$ cat src/rtl/jk_cmd_driver_if.sv
// rtl/jk_cmd_driver_if.sv - command handshake bundle between a command source and jk_cmd_driver
interface jk_cmd_driver_if #(
    parameter int CNT_W = 4
);
    logic             cmd_valid;
    logic             cmd_ready;
    logic [1:0]       cmd_op;
    logic [CNT_W-1:0] cmd_cnt;

    modport master (
        output cmd_valid,
        output cmd_op,
        output cmd_cnt,
        input  cmd_ready
    );

    modport slave (
        input  cmd_valid,
        input  cmd_op,
        input  cmd_cnt,
        output cmd_ready
    );
endinterface

$ cat src/rtl/jk_cmd_driver.sv
// rtl/jk_cmd_driver.sv - buffered hold/reset/set/toggle sequencer for a JK flop with q reference check
module jk_cmd_driver #(
    parameter int DEPTH = 4,
    parameter int CNT_W = 4
) (
    input  logic                     clock,
    input  logic                     reset,
    jk_cmd_driver_if.slave           cmd,
    output logic                     j,
    output logic                     k,
    input  logic                     q_in,
    input  logic                     qb_in,
    output logic                     busy,
    output logic [$clog2(DEPTH):0]   level,
    output logic                     exp_valid,
    output logic                     exp_q,
    output logic                     mismatch
);
    localparam int AW = $clog2(DEPTH);
    localparam logic [AW:0] FULL_LVL = (AW+1)'(DEPTH);

    typedef enum logic {S_IDLE, S_DRIVE} state_t;

    logic [CNT_W+1:0] mem [DEPTH];
    logic [AW-1:0]    wr_ptr, rd_ptr;
    logic [AW:0]      count;
    logic             full, empty, push, pop;
    logic [1:0]       head_op;
    logic [CNT_W-1:0] head_cnt;

    state_t           state, state_n;
    logic [CNT_W-1:0] rem, rem_n;
    logic             j_n, k_n;

    assign full          = (count == FULL_LVL);
    assign empty         = (count == '0);
    assign cmd.cmd_ready = !full;
    assign push          = cmd.cmd_valid && !full;
    assign head_op       = mem[rd_ptr][CNT_W+1:CNT_W];
    assign head_cnt      = mem[rd_ptr][CNT_W-1:0];
    assign level         = count;
    assign busy          = (state == S_DRIVE) || !empty;

    always_ff @(posedge clock) begin
        if (push) begin
            mem[wr_ptr] <= {cmd.cmd_op, cmd.cmd_cnt};
        end
    end

    // Pointers wrap naturally because DEPTH is a power of two.
    always_ff @(posedge clock) begin
        if (!reset) begin
            wr_ptr <= '0;
            rd_ptr <= '0;
            count  <= '0;
        end else begin
            if (push) wr_ptr <= wr_ptr + 1'b1;
            if (pop)  rd_ptr <= rd_ptr + 1'b1;
            case ({push, pop})
                2'b10:   count <= count + 1'b1;
                2'b01:   count <= count - 1'b1;
                default: count <= count;
            endcase
        end
    end

    always_ff @(posedge clock) begin
        if (!reset) begin
            state <= S_IDLE;
            rem   <= '0;
            j     <= 1'b0;
            k     <= 1'b0;
        end else begin
            state <= state_n;
            rem   <= rem_n;
            j     <= j_n;
            k     <= k_n;
        end
    end

    always_comb begin
        state_n = state;
        rem_n   = rem;
        j_n     = j;
        k_n     = k;
        pop     = 1'b0;
        if (state == S_DRIVE && rem > CNT_W'(1)) begin
            rem_n = rem - CNT_W'(1);
        end else begin
            // Idle, or the last drive cycle: fetch the next entry with no gap.
            state_n = S_IDLE;
            j_n     = 1'b0;
            k_n     = 1'b0;
            if (!empty) begin
                pop = 1'b1;
                if (head_cnt != '0) begin
                    state_n    = S_DRIVE;
                    rem_n      = head_cnt;
                    {j_n, k_n} = head_op;
                end
            end
        end
    end

    // Model advances on the same edge the flop samples j/k, so exp_q lines up with q_in.
    always_ff @(posedge clock) begin
        if (!reset) begin
            exp_valid <= 1'b0;
            exp_q     <= 1'b0;
            mismatch  <= 1'b0;
        end else begin
            if (exp_valid && ((q_in != exp_q) || (qb_in != !exp_q))) begin
                mismatch <= 1'b1;
            end
            case ({j, k})
                2'b01: begin
                    exp_q     <= 1'b0;
                    exp_valid <= 1'b1;
                end
                2'b10: begin
                    exp_q     <= 1'b1;
                    exp_valid <= 1'b1;
                end
                2'b11: begin
                    if (exp_valid) exp_q <= !exp_q;
                end
                default: begin
                end
            endcase
        end
    end
endmodule

$ cat src/flat_wrapper.sv
// flat-port wrapper written by rule: the top's interface ports become plain ports
module jk_cmd_driver_flat 
#(
    parameter int DEPTH = 4,
    parameter int CNT_W = 4
)
  (clock, reset, j, k, q_in, qb_in, busy, level, exp_valid, exp_q, mismatch, cmd_cmd_valid, cmd_cmd_op, cmd_cmd_cnt, cmd_cmd_ready);
  jk_cmd_driver_if #(.CNT_W(CNT_W)) cmd_i ();
  input  logic clock;
  input  logic reset;
  output logic j;
  output logic k;
  input  logic q_in;
  input  logic qb_in;
  output logic busy;
  output logic [$clog2(DEPTH):0] level;
  output logic exp_valid;
  output logic exp_q;
  output logic mismatch;
  input wire logic [$bits(cmd_i.cmd_valid)-1:0] cmd_cmd_valid;
  input wire logic [$bits(cmd_i.cmd_op)-1:0] cmd_cmd_op;
  input wire logic [$bits(cmd_i.cmd_cnt)-1:0] cmd_cmd_cnt;
  output wire logic [$bits(cmd_i.cmd_ready)-1:0] cmd_cmd_ready;
  assign cmd_i.cmd_valid = cmd_cmd_valid;
  assign cmd_i.cmd_op = cmd_cmd_op;
  assign cmd_i.cmd_cnt = cmd_cmd_cnt;
  assign cmd_cmd_ready = cmd_i.cmd_ready;
  jk_cmd_driver #(.DEPTH(DEPTH), .CNT_W(CNT_W)) u_core (.clock(clock), .reset(reset), .cmd(cmd_i), .j(j), .k(k), .q_in(q_in), .qb_in(qb_in), .busy(busy), .level(level), .exp_valid(exp_valid), .exp_q(exp_q), .mismatch(mismatch));
endmodule
$ cat config.mk
export PLATFORM = sky130hd
export DESIGN_NAME = jk_cmd_driver_flat
export DESIGN_NICKNAME = d
export VERILOG_FILES = /design/src/rtl/jk_cmd_driver_if.sv /design/src/rtl/jk_cmd_driver.sv /design/src/flat_wrapper.sv
export SDC_FILE = /design/constraint.sdc
export NUM_CORES = 1
export LEC_CHECK = 0
export ABC_AREA = 1
export ABC_CLOCK_PERIOD_IN_PS = 3200
export BUFFER_PORTS_ARGS = -buffer_cell sky130_fd_sc_hd__buf_2
export CAP_MARGIN = 5
export CELL_PAD_IN_SITES_DETAIL_PLACEMENT = 0
export CELL_PAD_IN_SITES_GLOBAL_PLACEMENT = 2
export CORE_UTILIZATION = 39
export CTS_CLUSTER_SIZE = 8
export DETAILED_ROUTE_END_ITERATION = 10
export PLACE_DENSITY_LB_ADDON = 0.1
export SLEW_MARGIN = 15
export SYNTH_ARGS = -nofsm -noshare
export SYNTH_HDL_FRONTEND = slang
export SYNTH_SLANG_ARGS = --single-unit
$ cat constraint.sdc
create_clock -name clock -period 3.2 [get_ports clock]
set_input_delay 0 -clock clock [delete_from_list [all_inputs] [get_ports clock]]
set_output_delay 0 -clock clock [all_outputs]
set_load 0.05 [all_outputs]
; ---- Yosys cells after proc, flatten, opt, wreduce, memory -nomap -nowiden
; Memories as Yosys holds them, arrays and structs flattened. A register that Yosys moved wholly into a read port is not among the register bits.
; Index checks and enable logic that the tools add are counted.
[classes]
reduce_logical = 16
add_sub_neg = 5
n_lt_le_gt_ge = 1
muxes = 18
n_eq_ne = 10
[op_table]
columns = operator, count
row1 = 4-bit two-way mux, 3
row2 = 1-bit two-way mux, 11
row3 = "2-bit == test, second input constant", 3
row4 = 3-bit one-hot mux with 2 select lines, 1
row5 = "2-bit by 1-bit adder with 2-bit output, second input constant", 2
row6 = "2-bit by 1-bit == test with 1-bit output, second input constant", 2
row7 = "4-bit by 1-bit greater-than comparator with 1-bit output, second input constant", 1
row8 = 2-bit two-way mux, 2
row9 = 2-bit AND reduction, 2
row10 = 2-bit nonzero test, 2
row11 = 4-bit nonzero test, 1
row12 = "4-bit by 1-bit subtractor with 4-bit output, second input constant", 1
row13 = "3-bit by 1-bit adder with 3-bit output, second input constant", 1
row14 = "3-bit == test, second input constant", 1
row15 = 1-bit logical AND, 3
row16 = 1-bit logical NOT, 3
row17 = 3-bit logical NOT, 1
row18 = 1-bit one-hot mux with 3 select lines, 1
row19 = 3-bit nonzero test, 1
row20 = "3-bit by 1-bit subtractor with 3-bit output, second input constant", 1
row21 = 1-bit logical OR, 2
row22 = 1-bit inequality test, 2
row23 = "2-bit by 1-bit inequality test with 1-bit output, second input constant", 1
row24 = "2-bit inequality test, second input constant", 1
row25 = 2-bit OR reduction, 1
[totals]
out_inout_bits = 10
register_bits = 17
mem_bits_rw = 24
n_memories = 1
[memory_table]
columns = memory, words, word_bits, rd, rd_ports_with_merged_regs, write_ports, line_no
row1 = u_core.mem, 4, 6, 1, 1, 1, jk_cmd_driver.sv:24  ; logic [CNT_W+1:0] mem [DEPTH];

; ---- Depth between registers and ports, before layout
[logic_depth]
ltp_word = 5
depth_mapped = 12

; ---- Worst setup path after synthesis
; No wires, ideal clock.
[synth_path]
path_type = reg-to-reg
start = reg u_core.count[0], in the netlist u_core.level[0]
end = reg u_core.count[2], in the netlist u_core.level[2]
path_slack_ns = 0.514
arrival_time_ns = 2.608
stages_incl_launch_ff = 10
setup_time_ns = 0.078
synth_period_minus_slack_ns = 2.686
cell_sequence = dfxtp_1 > inv_1 > nand3_1 > nand2_1 > ha_1 > fa_1 > nor2_1 > nor2_1 > and3_1 > nor3_1
[synth_via]
elab_chain_cells = 5
word_cells_on_any_way = 12
cone_classes = add/sub (2) / eq/ne (3) / mux (3) / reduce/logical (4)
[synth_rtl]
columns = item, line_no
row1 = start: declaration, jk_cmd_driver.sv:26  ; logic [AW:0] count;
row2 = start signal: assignment, jk_cmd_driver.sv:60  ; 2'b10: count <= count + 1'b1;
row3 = start signal: assignment, jk_cmd_driver.sv:61  ; 2'b01: count <= count - 1'b1;
row4 = start signal: assignment, jk_cmd_driver.sv:62  ; default: count <= count;
row5 = 3-bit == test *, jk_cmd_driver.sv:35  ; assign full = (count == FULL_LVL);
row6 = 1-bit logical NOT *, -
row7 = named net cmd_cmd_ready, flat_wrapper.sv:23  ; output wire logic [$bits(cmd_i.cmd_ready)-1:0] cmd_cmd_ready;
row8 = 1-bit logical AND *, jk_cmd_driver.sv:38  ; assign push = cmd.cmd_valid && !full;
row9 = 2-bit by 1-bit == test with 1-bit output or 2-bit == test (tied branches), jk_cmd_driver.sv:59  ; case ({push, pop})
row10 = 3-bit one-hot mux with 2 select lines or 2-bit nonzero test (tied branches), -
; The timed path passes the listed nets; every way through them passes the cells marked *.
; A chain may end at the register's enable or synchronous reset.

; ---- Worst setup path in the final report
[layout_path]
start = reg u_core.rem[0]
end = reg u_core.count[2], in the netlist u_core.level[2]
[layout_via]
elab_chain_cells = 5
word_cells_on_any_way = 7
cone_classes = order compare (1) / eq/ne (2) / mux (2) / reduce/logical (2)
[layout_rtl]
columns = item, line_no
row1 = start: declaration, jk_cmd_driver.sv:32  ; logic [CNT_W-1:0] rem, rem_n;
row2 = start signal: assignment, jk_cmd_driver.sv:75  ; rem <= rem_n;
row3 = 4-bit by 1-bit greater-than comparator with 1-bit output *, jk_cmd_driver.sv:87  ; if (state == S_DRIVE && rem > CNT_W'(1)) begin
row4 = 1-bit logical AND *, jk_cmd_driver.sv:87
row5 = 1-bit two-way mux *, jk_cmd_driver.sv:87
row6 = 2-bit by 1-bit == test with 1-bit output or 2-bit == test (tied branches), jk_cmd_driver.sv:59
row7 = 3-bit one-hot mux with 2 select lines or 2-bit nonzero test (tied branches), -
; Mark *: on every way between the ends. The rest lies on a longest branch, timed or not.

==> reports/qor.yml <==
outcome:
  status: "finished clean"
power:
  clock_power_share_pct: 17.4
  p_int_mw: 1.22
  powerDensity_mw_per_mm2: 965
  leakage_nw: 0.943
  total_power_mw: 2.20
  ir_worst_vdd_v: 0.000558
  switchingPower_uw: 983
  p_seq_share_pct: 37.0
  p_comb_share_pct: 45.5
  switching_share_pct: 44.6
synthesis:
  synth.area.top_cells: "edfxtp_1, dfxtp_1, ha_1"
  syn_area_sq_mm: 0.00196
  yosysWarnings: 0
  synth_top_family_by_area: "simple AND/OR/NAND/NOR gates"
  syn_avg_cell_area_sq_um: 9.55
  synth_top_area_share_pct: 36.8
  synthXorXnorAreaFrac_pct: 0
  yosys.area_share.simple_pct: 19.6
  ys_seq_area_share_pct: 56.2
  synth_cells: 205
  synth_mux_area_share_pct: 0
  synth_top_area_cell: "edfxtp_1"
  synth_compound_area_share_pct: 10.4
  synth-seq-cells: 43
  syn-num-nets: 226
  synth.distinct_cells: 22
  synth-adder-area-share_pct: 6.77
floorplanning:
  start_util_pct: 40.9
  pin_count: 21
  die_y_um: 72.9
  core_sq_mm: 0.00479
  rows: 25
  die-area_sq_mm: 0.00531
  die_width_um: 72.9
clock_tree:
  clk_latency_ns: 0.29
  hold_buffers: 7
  clk_pin_slew_worst_paths_ns: 0.09
  cts.sink_count: 43
  cts_root_buf: "clkbuf_8"
  clockBufferDepth: 2
  cts_max_level: 2
  post_cts_buffers: 0
  tritoncts: "yes"
  cts_buffers: 5
  cts_resized: 0
critical_path:
  critical_path_arrival_ns: 2.59
  cp_max_fo: 9
  crit_path_start_kind: "flip-flop"
  cpPeakStageDelay_ns: 0.40
  critical_path_class: "flip-flop to flip-flop"
  crit_slowest_cell: "fa_1"
  crit_top_cell: "nor2_1"
  end_kind: "flip-flop"
  path_cells: "inv_1, ha_1, inv_1, nand2_1, a21oi_4, nor2_1, ha_1, fa_1, nor2_1, nor2_1, and3_1, nor3_1"
  required_ns: 3.42
global_routing:
  met3_usage_pct: 4.14
  grtUsageTotal_pct: 16.4
  use_met1_pct: 20.4
  grt_pass1_vias: 1442
  grt-busiest-layer: "met2"
  grt_antenna_before_repair: 0
  grt_pass1_wl_mm: 6.43
  grt_max_degree: 15
  grt_util_met2_pct: 27.4
  overflow: 0
sta:
  max_freq_mhz: 421
  tightest_slew_ns: 0.635
  setup_viol: 0
  slew_headroom_pct: 57.5
  clock_skew_ns: 0.00800
  final.min_clock_period_ns: 2.37
  hold_viol_final: 0
  final.setup.tns_ns: 0
  finalCritPeriodShare_pct: 74.2
  report.final.slew_viol_count: 0
  rsz0062_at_grt: "false"
place:
  dp_hpwl_mm: 2.76
  io_buffers: 20
  gp_congestion: 0.822
route:
  via_per_inst: 4.76
  drc: 0
  vias: 1446
  wl_per_cell_um: 12.4
  dr.first_iter.drc_count: 57
  drtPass1Iterations: 4
  postRouteWirelength_mm: 3.77
  ant_nets: 0
final_layout:
  n_antenna_cell: 0
  drive_gt1_share_pct: 17.7
  fin_nets: 257
  area_delta_synth_final_pct: 16.6
  final_cell_mix: "nand2_1, nor2_1, inv_1, edfxtp_1, buf_2"
  final_common_cell: "nand2_1"
job:
  maxCapViolCount: 0
worst_hold_path:
  worstHoldPathType: "input port to flip-flop"
cells by family after synthesis:
family | after synthesis
buffers and inverters | 30
flip-flops | 43
AO/OA/AOI/OAI | 37
AND/OR/NAND/NOR | 85
adder cells (fa/ha/maj) | 10
power groups by stage:
| stage | clock network [mW] | logic (mW) | registers, mW |
|---|---|---|---|
| 2_1_floorplan | 0 | 0.698 | 0.920 |
| 3_3_place_gp | 0 | 0.982 | 0.823 |
| 3_5_place_dp | 0 | 1.00 | 0.829 |
| 4_1_cts | 0.400 | 1.01 | 0.817 |
| 5_1_grt | 0.422 | 1.14 | 0.835 |
| 6_report | 0.384 | 1.00 | 0.816 |
final timing paths:
path                                                   start                           end  slack [ns]  depth (start not counted)
worst max-delay path              u_core.rem[0]$_SDFFE_PN0P_  u_core.level[2]$_SDFFE_PN0P_        0.83                         12
worst min-delay path                                   qb_in  u_core.mismatch$_SDFFE_PN0P_        0.02                          4
worst max register to register    u_core.rem[0]$_SDFFE_PN0P_  u_core.level[2]$_SDFFE_PN0P_        0.83                         12
worst min register to register  u_core.mismatch$_SDFFE_PN0P_  u_core.mismatch$_SDFFE_PN0P_        0.45                          2
synthesized netlist by cell type:
master / n
nor2_1: 25
nand2_1: 29
buf_6: 2
nand3_1: 17
fa_1: 1
nor2_2: 1
nor3_1: 2
inv_2: 2
inv_1: 24
edfxtp_1: 24
nor3_4: 1
nand2_2: 9
ha_1: 9
a21oi_1: 18
o21ai_0: 14
a211oi_1: 2
a21oi_4: 1
dfxtp_1: 19
and3_1: 1
clkbuf_8: 1
clkinv_1: 1
o22ai_1: 2
registers in the layout (all words and copies together) (netlist names), named ones only:
register / count
u_core.j: 1
u_core.exp_valid: 1
u_core.rd_ptr: 2
u_core.exp_q: 1
u_core.rem: 4
u_core.level: 3
u_core.mismatch: 1
u_core.mem: 24
u_core.k: 1
u_core.state: 1
u_core.wr_ptr: 2
critical path: cells and delay by family, from the launching register on:
| family | cells | cell delay, ns |
|---|---|---|
| compound gates | 1 | 0.25 |
| fa+ha+maj | 3 | 0.86 |
| flops | 1 | 0.37 |
| simple gates | 6 | 0.68 |
| buf+inv | 2 | 0.15 |
metal layers:
metal,wire length (um),vias to the layer above
met3,168,4
li1,-,741
met1,1770,672
met4,33,0
met2,1790,29
met5,0,-
stage by stage:
step	setup slack (ns)	area, sq um	instances	util, %	hold WS [ns]
2_1_floorplan	0.514	1960	205	-	0.0989
3_3_place_gp	0.973	2110	289	44.0	0.209
3_5_place_dp	0.833	2110	289	44.0	0.218
4_1_cts	0.811	2280	304	47.7	0.00994
5_1_grt	0.675	2280	304	47.7	0.0287
6_report	0.825	2280	304	47.7	0.0203
area by class of cell:
class	instances	area, sq um
clock buffers	6	93.8
clock inverters	2	13.8
fillers	478	2500
inverters	27	101
multi-input cells	132	719
flip-flops and latches	43	1100
well taps	67	83.8
repair buffers	27	170
No activity file was read; power rests on OpenSTA's default activity.
